### src/rtl/mac_pkg.sv
// Shared definitions for the MAC datapath blocks.
//  - state_t   : controller state encoding (IDLE / RUN / DONE)
//  - DEF_WIDTH : default operand width
//  - DEF_CHUNK : default adder slice width
//  - cnt_w()   : counter width for n steps, never less than 1 bit
//  - fa()      : single-bit full-adder cell, returns {carry, sum}
package mac_pkg;

  localparam int DEF_WIDTH = 512;
  localparam int DEF_CHUNK = 64;

  typedef enum logic [1:0] {
    ST_IDLE = 2'd0,
    ST_RUN  = 2'd1,
    ST_DONE = 2'd2
  } state_t;

  function automatic int cnt_w(input int n);
    return (n <= 1) ? 1 : $clog2(n);
  endfunction

  function automatic logic [1:0] fa(input logic a, input logic b, input logic ci);
    return {(a & b) | (ci & (a ^ b)), a ^ b ^ ci};
  endfunction

endpackage

### src/rtl/wide_add_sequencer_chunk_adder.sv
// chunk_adder: combinational CHUNK-bit ripple-carry slice.
// Ports:
//  a, b  in   CHUNK  addends
//  cin   in   1      carry into bit 0
//  s     out  CHUNK  a + b + cin (low CHUNK bits)
//  cout  out  1      carry out of bit CHUNK-1
// The carry is threaded through a scalar loop variable, so the chain is a
// straight ripple of full-adder cells with no feedback through a vector.
module chunk_adder
  import mac_pkg::*;
#(
  parameter int CHUNK = DEF_CHUNK
) (
  input  logic [CHUNK-1:0] a,
  input  logic [CHUNK-1:0] b,
  input  logic             cin,
  output logic [CHUNK-1:0] s,
  output logic             cout
);

  logic c;

  always_comb begin
    c = cin;
    s = '0;
    for (int i = 0; i < CHUNK; i++) begin
      {c, s[i]} = fa(a[i], b[i], c);
    end
    cout = c;
  end

endmodule

### src/rtl/wide_add_sequencer.sv
// wide_add_sequencer: multi-cycle WIDTH-bit adder, sum = x + y + cin.
// One CHUNK-bit ripple slice is reused for NCHUNK = WIDTH/CHUNK cycles,
// LSB chunk first, with the inter-chunk carry kept in a register.
// Ports:
//  clk, rst_n          clock (rising) / async active-low reset
//  in_valid, in_ready  operand handshake; in_ready high only in IDLE
//  x, y, cin           operands, sampled only on the accepting edge
//  out_valid,out_ready result handshake; out_valid held until accepted
//  sum, cout           registered result and final carry
//  busy                high while an operation is in RUN or DONE
module wide_add_sequencer
  import mac_pkg::*;
#(
  parameter int WIDTH = DEF_WIDTH,
  parameter int CHUNK = DEF_CHUNK
) (
  input  logic             clk,
  input  logic             rst_n,
  input  logic             in_valid,
  output logic             in_ready,
  input  logic [WIDTH-1:0] x,
  input  logic [WIDTH-1:0] y,
  input  logic             cin,
  output logic             out_valid,
  input  logic             out_ready,
  output logic [WIDTH-1:0] sum,
  output logic             cout,
  output logic             busy
);

  localparam int NCHUNK = WIDTH / CHUNK;
  localparam int CW     = cnt_w(NCHUNK);

  if (CHUNK < 1 || (WIDTH % CHUNK) != 0) begin : g_bad_cfg
    $error("wide_add_sequencer: WIDTH must be a positive multiple of CHUNK");
  end

  state_t           st;
  logic [WIDTH-1:0] xr, yr;   // operands, shifted right one chunk per RUN cycle
  logic [WIDTH-1:0] xn, yn;
  logic             cr;       // carry between chunks
  logic [CW-1:0]    cnt;
  logic             last;
  logic [CHUNK-1:0] s_sl;
  logic             c_sl;

  // The active chunk always sits in the low bits of the operand registers.
  chunk_adder #(.CHUNK(CHUNK)) u_add (
    .a    (xr[CHUNK-1:0]),
    .b    (yr[CHUNK-1:0]),
    .cin  (cr),
    .s    (s_sl),
    .cout (c_sl)
  );

  if (NCHUNK > 1) begin : g_shr
    assign xn = {{CHUNK{1'b0}}, xr[WIDTH-1:CHUNK]};
    assign yn = {{CHUNK{1'b0}}, yr[WIDTH-1:CHUNK]};
  end else begin : g_shr1
    assign xn = '0;
    assign yn = '0;
  end

  assign last = (cnt == CW'(NCHUNK - 1));

  always_ff @(posedge clk or negedge rst_n) begin
    if (!rst_n) begin
      st        <= ST_IDLE;
      in_ready  <= 1'b1;
      out_valid <= 1'b0;
      busy      <= 1'b0;
      sum       <= '0;
      cout      <= 1'b0;
      cnt       <= '0;
      cr        <= 1'b0;
      xr        <= '0;
      yr        <= '0;
    end else begin
      case (st)
        ST_IDLE: begin
          // in_ready is high throughout IDLE, so in_valid alone accepts.
          if (in_valid) begin
            xr       <= x;
            yr       <= y;
            cr       <= cin;
            cnt      <= '0;
            in_ready <= 1'b0;
            busy     <= 1'b1;
            st       <= ST_RUN;
          end
        end
        ST_RUN: begin
          for (int i = 0; i < NCHUNK; i++) begin
            if (cnt == CW'(i)) sum[i*CHUNK +: CHUNK] <= s_sl;
          end
          cr <= c_sl;
          xr <= xn;
          yr <= yn;
          if (last) begin
            cnt       <= '0;
            cout      <= c_sl;
            out_valid <= 1'b1;
            st        <= ST_DONE;
          end else begin
            cnt <= cnt + CW'(1);
          end
        end
        ST_DONE: begin
          if (out_ready) begin
            out_valid <= 1'b0;
            busy      <= 1'b0;
            in_ready  <= 1'b1;
            st        <= ST_IDLE;
          end
        end
        default: begin
          out_valid <= 1'b0;
          busy      <= 1'b0;
          in_ready  <= 1'b1;
          st        <= ST_IDLE;
        end
      endcase
    end
  end

endmodule

### config.mk
export PLATFORM = sky130hd
export DESIGN_NAME = wide_add_sequencer
export DESIGN_NICKNAME = d
export VERILOG_FILES = /design/src/rtl/mac_pkg.sv /design/src/rtl/wide_add_sequencer_chunk_adder.sv /design/src/rtl/wide_add_sequencer.sv
export SDC_FILE = /design/constraint.sdc
export NUM_CORES = 2
export LEC_CHECK = 0
export CAP_MARGIN = 20
export CELL_PAD_IN_SITES_DETAIL_PLACEMENT = 1
export CELL_PAD_IN_SITES_GLOBAL_PLACEMENT = 1
export CORE_AREA = 2 2 595 597
export CTS_CLUSTER_SIZE = 20
export DETAILED_ROUTE_END_ITERATION = 7
export DIE_AREA = 0 0 597 599
export GPL_TIMING_DRIVEN = 0
export PLACE_DENSITY_LB_ADDON = 0.1
export RECOVER_POWER = 25
export REMOVE_ABC_BUFFERS = 1
export SYNTH_ARGS = -nofsm -noshare
export SYNTH_HDL_FRONTEND = slang
export SYNTH_SLANG_ARGS = --single-unit
### constraint.sdc
create_clock -name clk -period 32.2 [get_ports clk]
set_input_delay 4.83 -clock clk [delete_from_list [all_inputs] [get_ports clk]]
set_output_delay 4.83 -clock clk [all_outputs]
set_load 0.05 [all_outputs]
==> flow_metrics.py <==
metrics = {
    "clock_tree": {
        "clk-insertion-delay-late_ps": 900,
        "post_cts_hold_buffer_count": 0,
        "clkTransAtPathRegs_ps": 60,
        "cts.htree.levels": 4,
        "clkSinkCount": 1546,
        "post_cts_setup_inserts": 0,
        "cts_max_path_bufs": 4,
        "cts-root-buf": "clkbuf_16",
        "post_cts_resize_count": 0,
        "cts_tree": "built",
        "number_of_buffers_created_by_cts": 206,
    },
    "power_and_ir_drop": {
        "cellPowerDensity_nw_per_um2": 121,
        "worst_ir_drop_on_vdd_uv": 67.9,
        "static-leakage-power_nw": 36.1,
    },
    "routing": {
        "detail_route.first_pass.iterations": 5,
        "drt_first_iter_violations": 3283,
        "route.detailed.wl_per_inst_um": 30.2,
        "detail_route.drc_violations": 0,
        "ant_nets": 0,
        "post_drt_via_cell_ratio": 4.63,
        "postRouteWirelength_um": 358000,
        "routed-via-count": 55000,
    },
    "global_routing": {
        "antenna_found_initial": 330,
        "global_route.overflow_total": 0,
        "grt_first_pass_wirelength_um": 492000,
        "grt_start_max_net_pins": 147,
        "vias_in_the_first_global_route": 57600,
        "groute.usage.overall": 0.194,
    },
    "sta": {
        "finalSetupTns_ps": 0,
        "final_max_slew_viol_count": 1346,
        "slew_headroom": -4.62,
        "worst-slew-pin-transition_ps": 8420,
        "final_period_minus_worst_setup_slack_ps": 29820,
        "timing.fmax_ghz": 0.0335,
        "timing_hold_violations_final": 0,
        "setup_viol_count_final": 0,
        "layout_worst_path_cycle_share": 0.926,
        "grt_setup_unrepaired": "false",
        "finalClockSkew_ps": 58.1,
    },
    "floorplan": {
        "floorplan.die.height_um": 599,
        "core_region_area_sq_um": 351000,
        "dieWidth_um": 597,
        "row_count": 218,
        "io_pins": 1545,
        "starting_utilization_of_the_core_area": 0.182,
        "area_of_the_die_sq_um": 358000,
    },
    "yosys": {
        "synth_area_per_cell_sq_um": 11.3,
        "synth.cell_area_sq_um": 64000,
        "yosysWarnings": 0,
        "synth_cell_types": 30,
        "asyncSetResetFlopFracSynth": 1.00,
        "register_area_share_after_synthesis": 0.604,
        "postSynthCellCount": 5671,
        "dominantRegCellSynth": "dfrtp_1",
        "synth-edff-count": 0,
        "yosys_register_bits": 1546,
    },
    "setup_path": {
        "crit_path_start_kind": "flip-flop",
        "slowest_delay_ps": 660,
        "crit_family": "adder cells",
        "worst_path_max_delay_cell": "fa_1",
        "cp_max_fo": 8,
        "critical_path.n_buffers_inverters": 3,
        "critical_path.reg2reg.startpoint": "cr",
        "critPathRequiredTime_ps": 32970,
        "endpoint_of_the_lowest_slack_register_to_register_path": "sum[127]",
        "timing_worst_setup_path_type": "flip-flop to flip-flop",
        "number_of_cells_on_the_worst_reg_to_reg_path": 68,
        "critPathArrivalTime_ps": 30590,
        "crit_top_cell": "fa_1",
        "endpoint_kind": "flip-flop",
        "regToRegSetupSlack_ps": 2380,
    },
    "layout": {
        "fin_nets": 8140,
        "area_growth_pct": 44.7,
        "fin_area_sq_um": 92600,
        "drive_gt1_frac": 0.129,
    },
    "place": {
        "dpl-instance-area_sq_um": 86500,
        "hpwl_um": 256000,
        "place_congestion": 0.745,
        "buffer_ports.inserted": 1544,
    },
    "min_path": {
        "worst_hold_startpoint": "sum[79]",
        "worst_hold_path_type": "flip-flop to flip-flop",
        "worst_hold_path_stage_count": 2,
        "worst_hold_path.endpoint": "sum[79]",
    },
    "run_status": {
        "failed_checks": "max-capacitance violations, max-slew violations",
        "outcome": "finished, violations left",
    },
    "flow_run": {
        "cap_viol_max_count": 22,
    },
}
==> cells by family (layout without fill, tap and decap cells) <==
family | Yosys count | after routing | share of synthesized area
simple gates | 790 | 790 | 0.0473
fa+ha+maj | 70 | 70 | 0.0212
other cells | 0 | 83 | 0
buf+inv | 543 | 2050 | 0.0362
compound gates | 2226 | 2226 | 0.204
mux | 496 | 496 | 0.0873
flops | 1546 | 1546 | 0.604
==> sequential cells by signal, indices dropped and copies added (netlist names) <==
name	count
sum	512
xr	512
yr	512
cnt	3
st	2
busy	1
cout	1
cr	1
in_ready	1
out_valid	1
==> tightest hold or removal path: stages (launching register included) <==
cell and delay (ps):
dfrtp_1 340, nand2_1 50, o21ai_0 60
==> cells in the final DEF (no fill, tap or decap), types with 6 or more instances in the layout <==
master	n
a21oi_1	834
a22o_1	64
buf_12	16
buf_16	71
buf_8	32
clkbuf_1	78
clkbuf_16	208
clkbuf_8	48
clkdlybuf4s50_1	1541
clkinv_2	25
dfrtp_1	1544
diode_2	83
fa_1	64
ha_1	6
inv_1	12
mux2_2	496
nand2_1	86
nor2_1	687
o21ai_0	149
o22ai_1	1108
o32ai_1	64
==> how the worst max path moves through the flow <==
stage,startpoint,end,slack (ps),depth (start not counted)
after floorplan,cr,sum[127],7180,68
after global placement,rst_n,yr[152],-56070,1
after detailed placement,cr,sum[511],1810,68
after CTS,cr,sum[511],1700,68
after global routing,cr,sum[127],1520,68
final,cr,sum[127],2380,68
==> through the flow <==
| stage | hold slack, ps | cells | worst slack (ps) | utilization | power, W |
|---|---|---|---|---|---|
| global placement | 465 | 11300 | -56070 | 0.236 | 0.00950 |
| CTS | 483 | 11800 | 1700 | 0.265 | 0.0115 |
| floorplan | 466 | 5143 | 7180 | - | 0.00682 |
| global route | 509 | 11800 | 1520 | 0.263 | 0.0119 |
| finish | 480 | 11900 | 2380 | 0.264 | 0.0112 |
| detailed placement | 470 | 11500 | 1810 | 0.246 | 0.00909 |
==> synthesized netlist by cell type, types with 3 or more instances <==
library cell | number | share of area
a21oi_1 | 834 | 0.065
clkbuf_1 | 230 | 0.013
nand2b_1 | 4 | 0.00039
o21ai_0 | 149 | 0.012
o22ai_1 | 1108 | 0.11
nand2_1 | 86 | 0.0050
inv_1 | 12 | 0.00070
o32ai_1 | 65 | 0.0089
nor2_1 | 688 | 0.040
a22o_1 | 64 | 0.0088
fa_1 | 64 | 0.020
nand4bb_1 | 3 | 0.00053
dfrtp_1 | 1545 | 0.60
inv_2 | 3 | 0.00018
buf_1 | 73 | 0.0043
nand4b_1 | 3 | 0.00041
buf_2 | 224 | 0.018
mux2_2 | 496 | 0.087
ha_1 | 6 | 0.0012
==> report_power, final <==
group | switching (W) | total [W] | leakage [nW] | internal (W)
Clock | 0.000958 | 0.00228 | 3.19 | 0.00132
Combinational | 0.00346 | 0.00546 | 14.8 | 0.00201
Sequential | 0.000584 | 0.00348 | 18.1 | 0.00289
==> routing by layer <==
layer | track usage | vias to the layer above | share of wire
li1 | - | 23900 | -
met1 | 0.232 | 28500 | 0.40
met2 | 0.335 | 1693 | 0.50
met3 | 0.0574 | 800 | 0.068
met4 | 0.0532 | 184 | 0.027
met5 | 0 | - | 0.0033
==> cell type report <==
| cell class | count | area (sq um) |
|---|---|---|
| Fill cell | 38800 | 259000 |
| Sequential cell | 1546 | 38700 |
| Multi-Input combinational cell | 3582 | 23100 |
| Timing Repair Buffer | 1690 | 18300 |
| Clock buffer | 307 | 6060 |
| Tap cell | 4620 | 5780 |
| Clock inverter | 38 | 408 |
| Antenna cell | 83 | 208 |
| Inverter | 15 | 76.3 |
(Power assumes the default switching activity.)
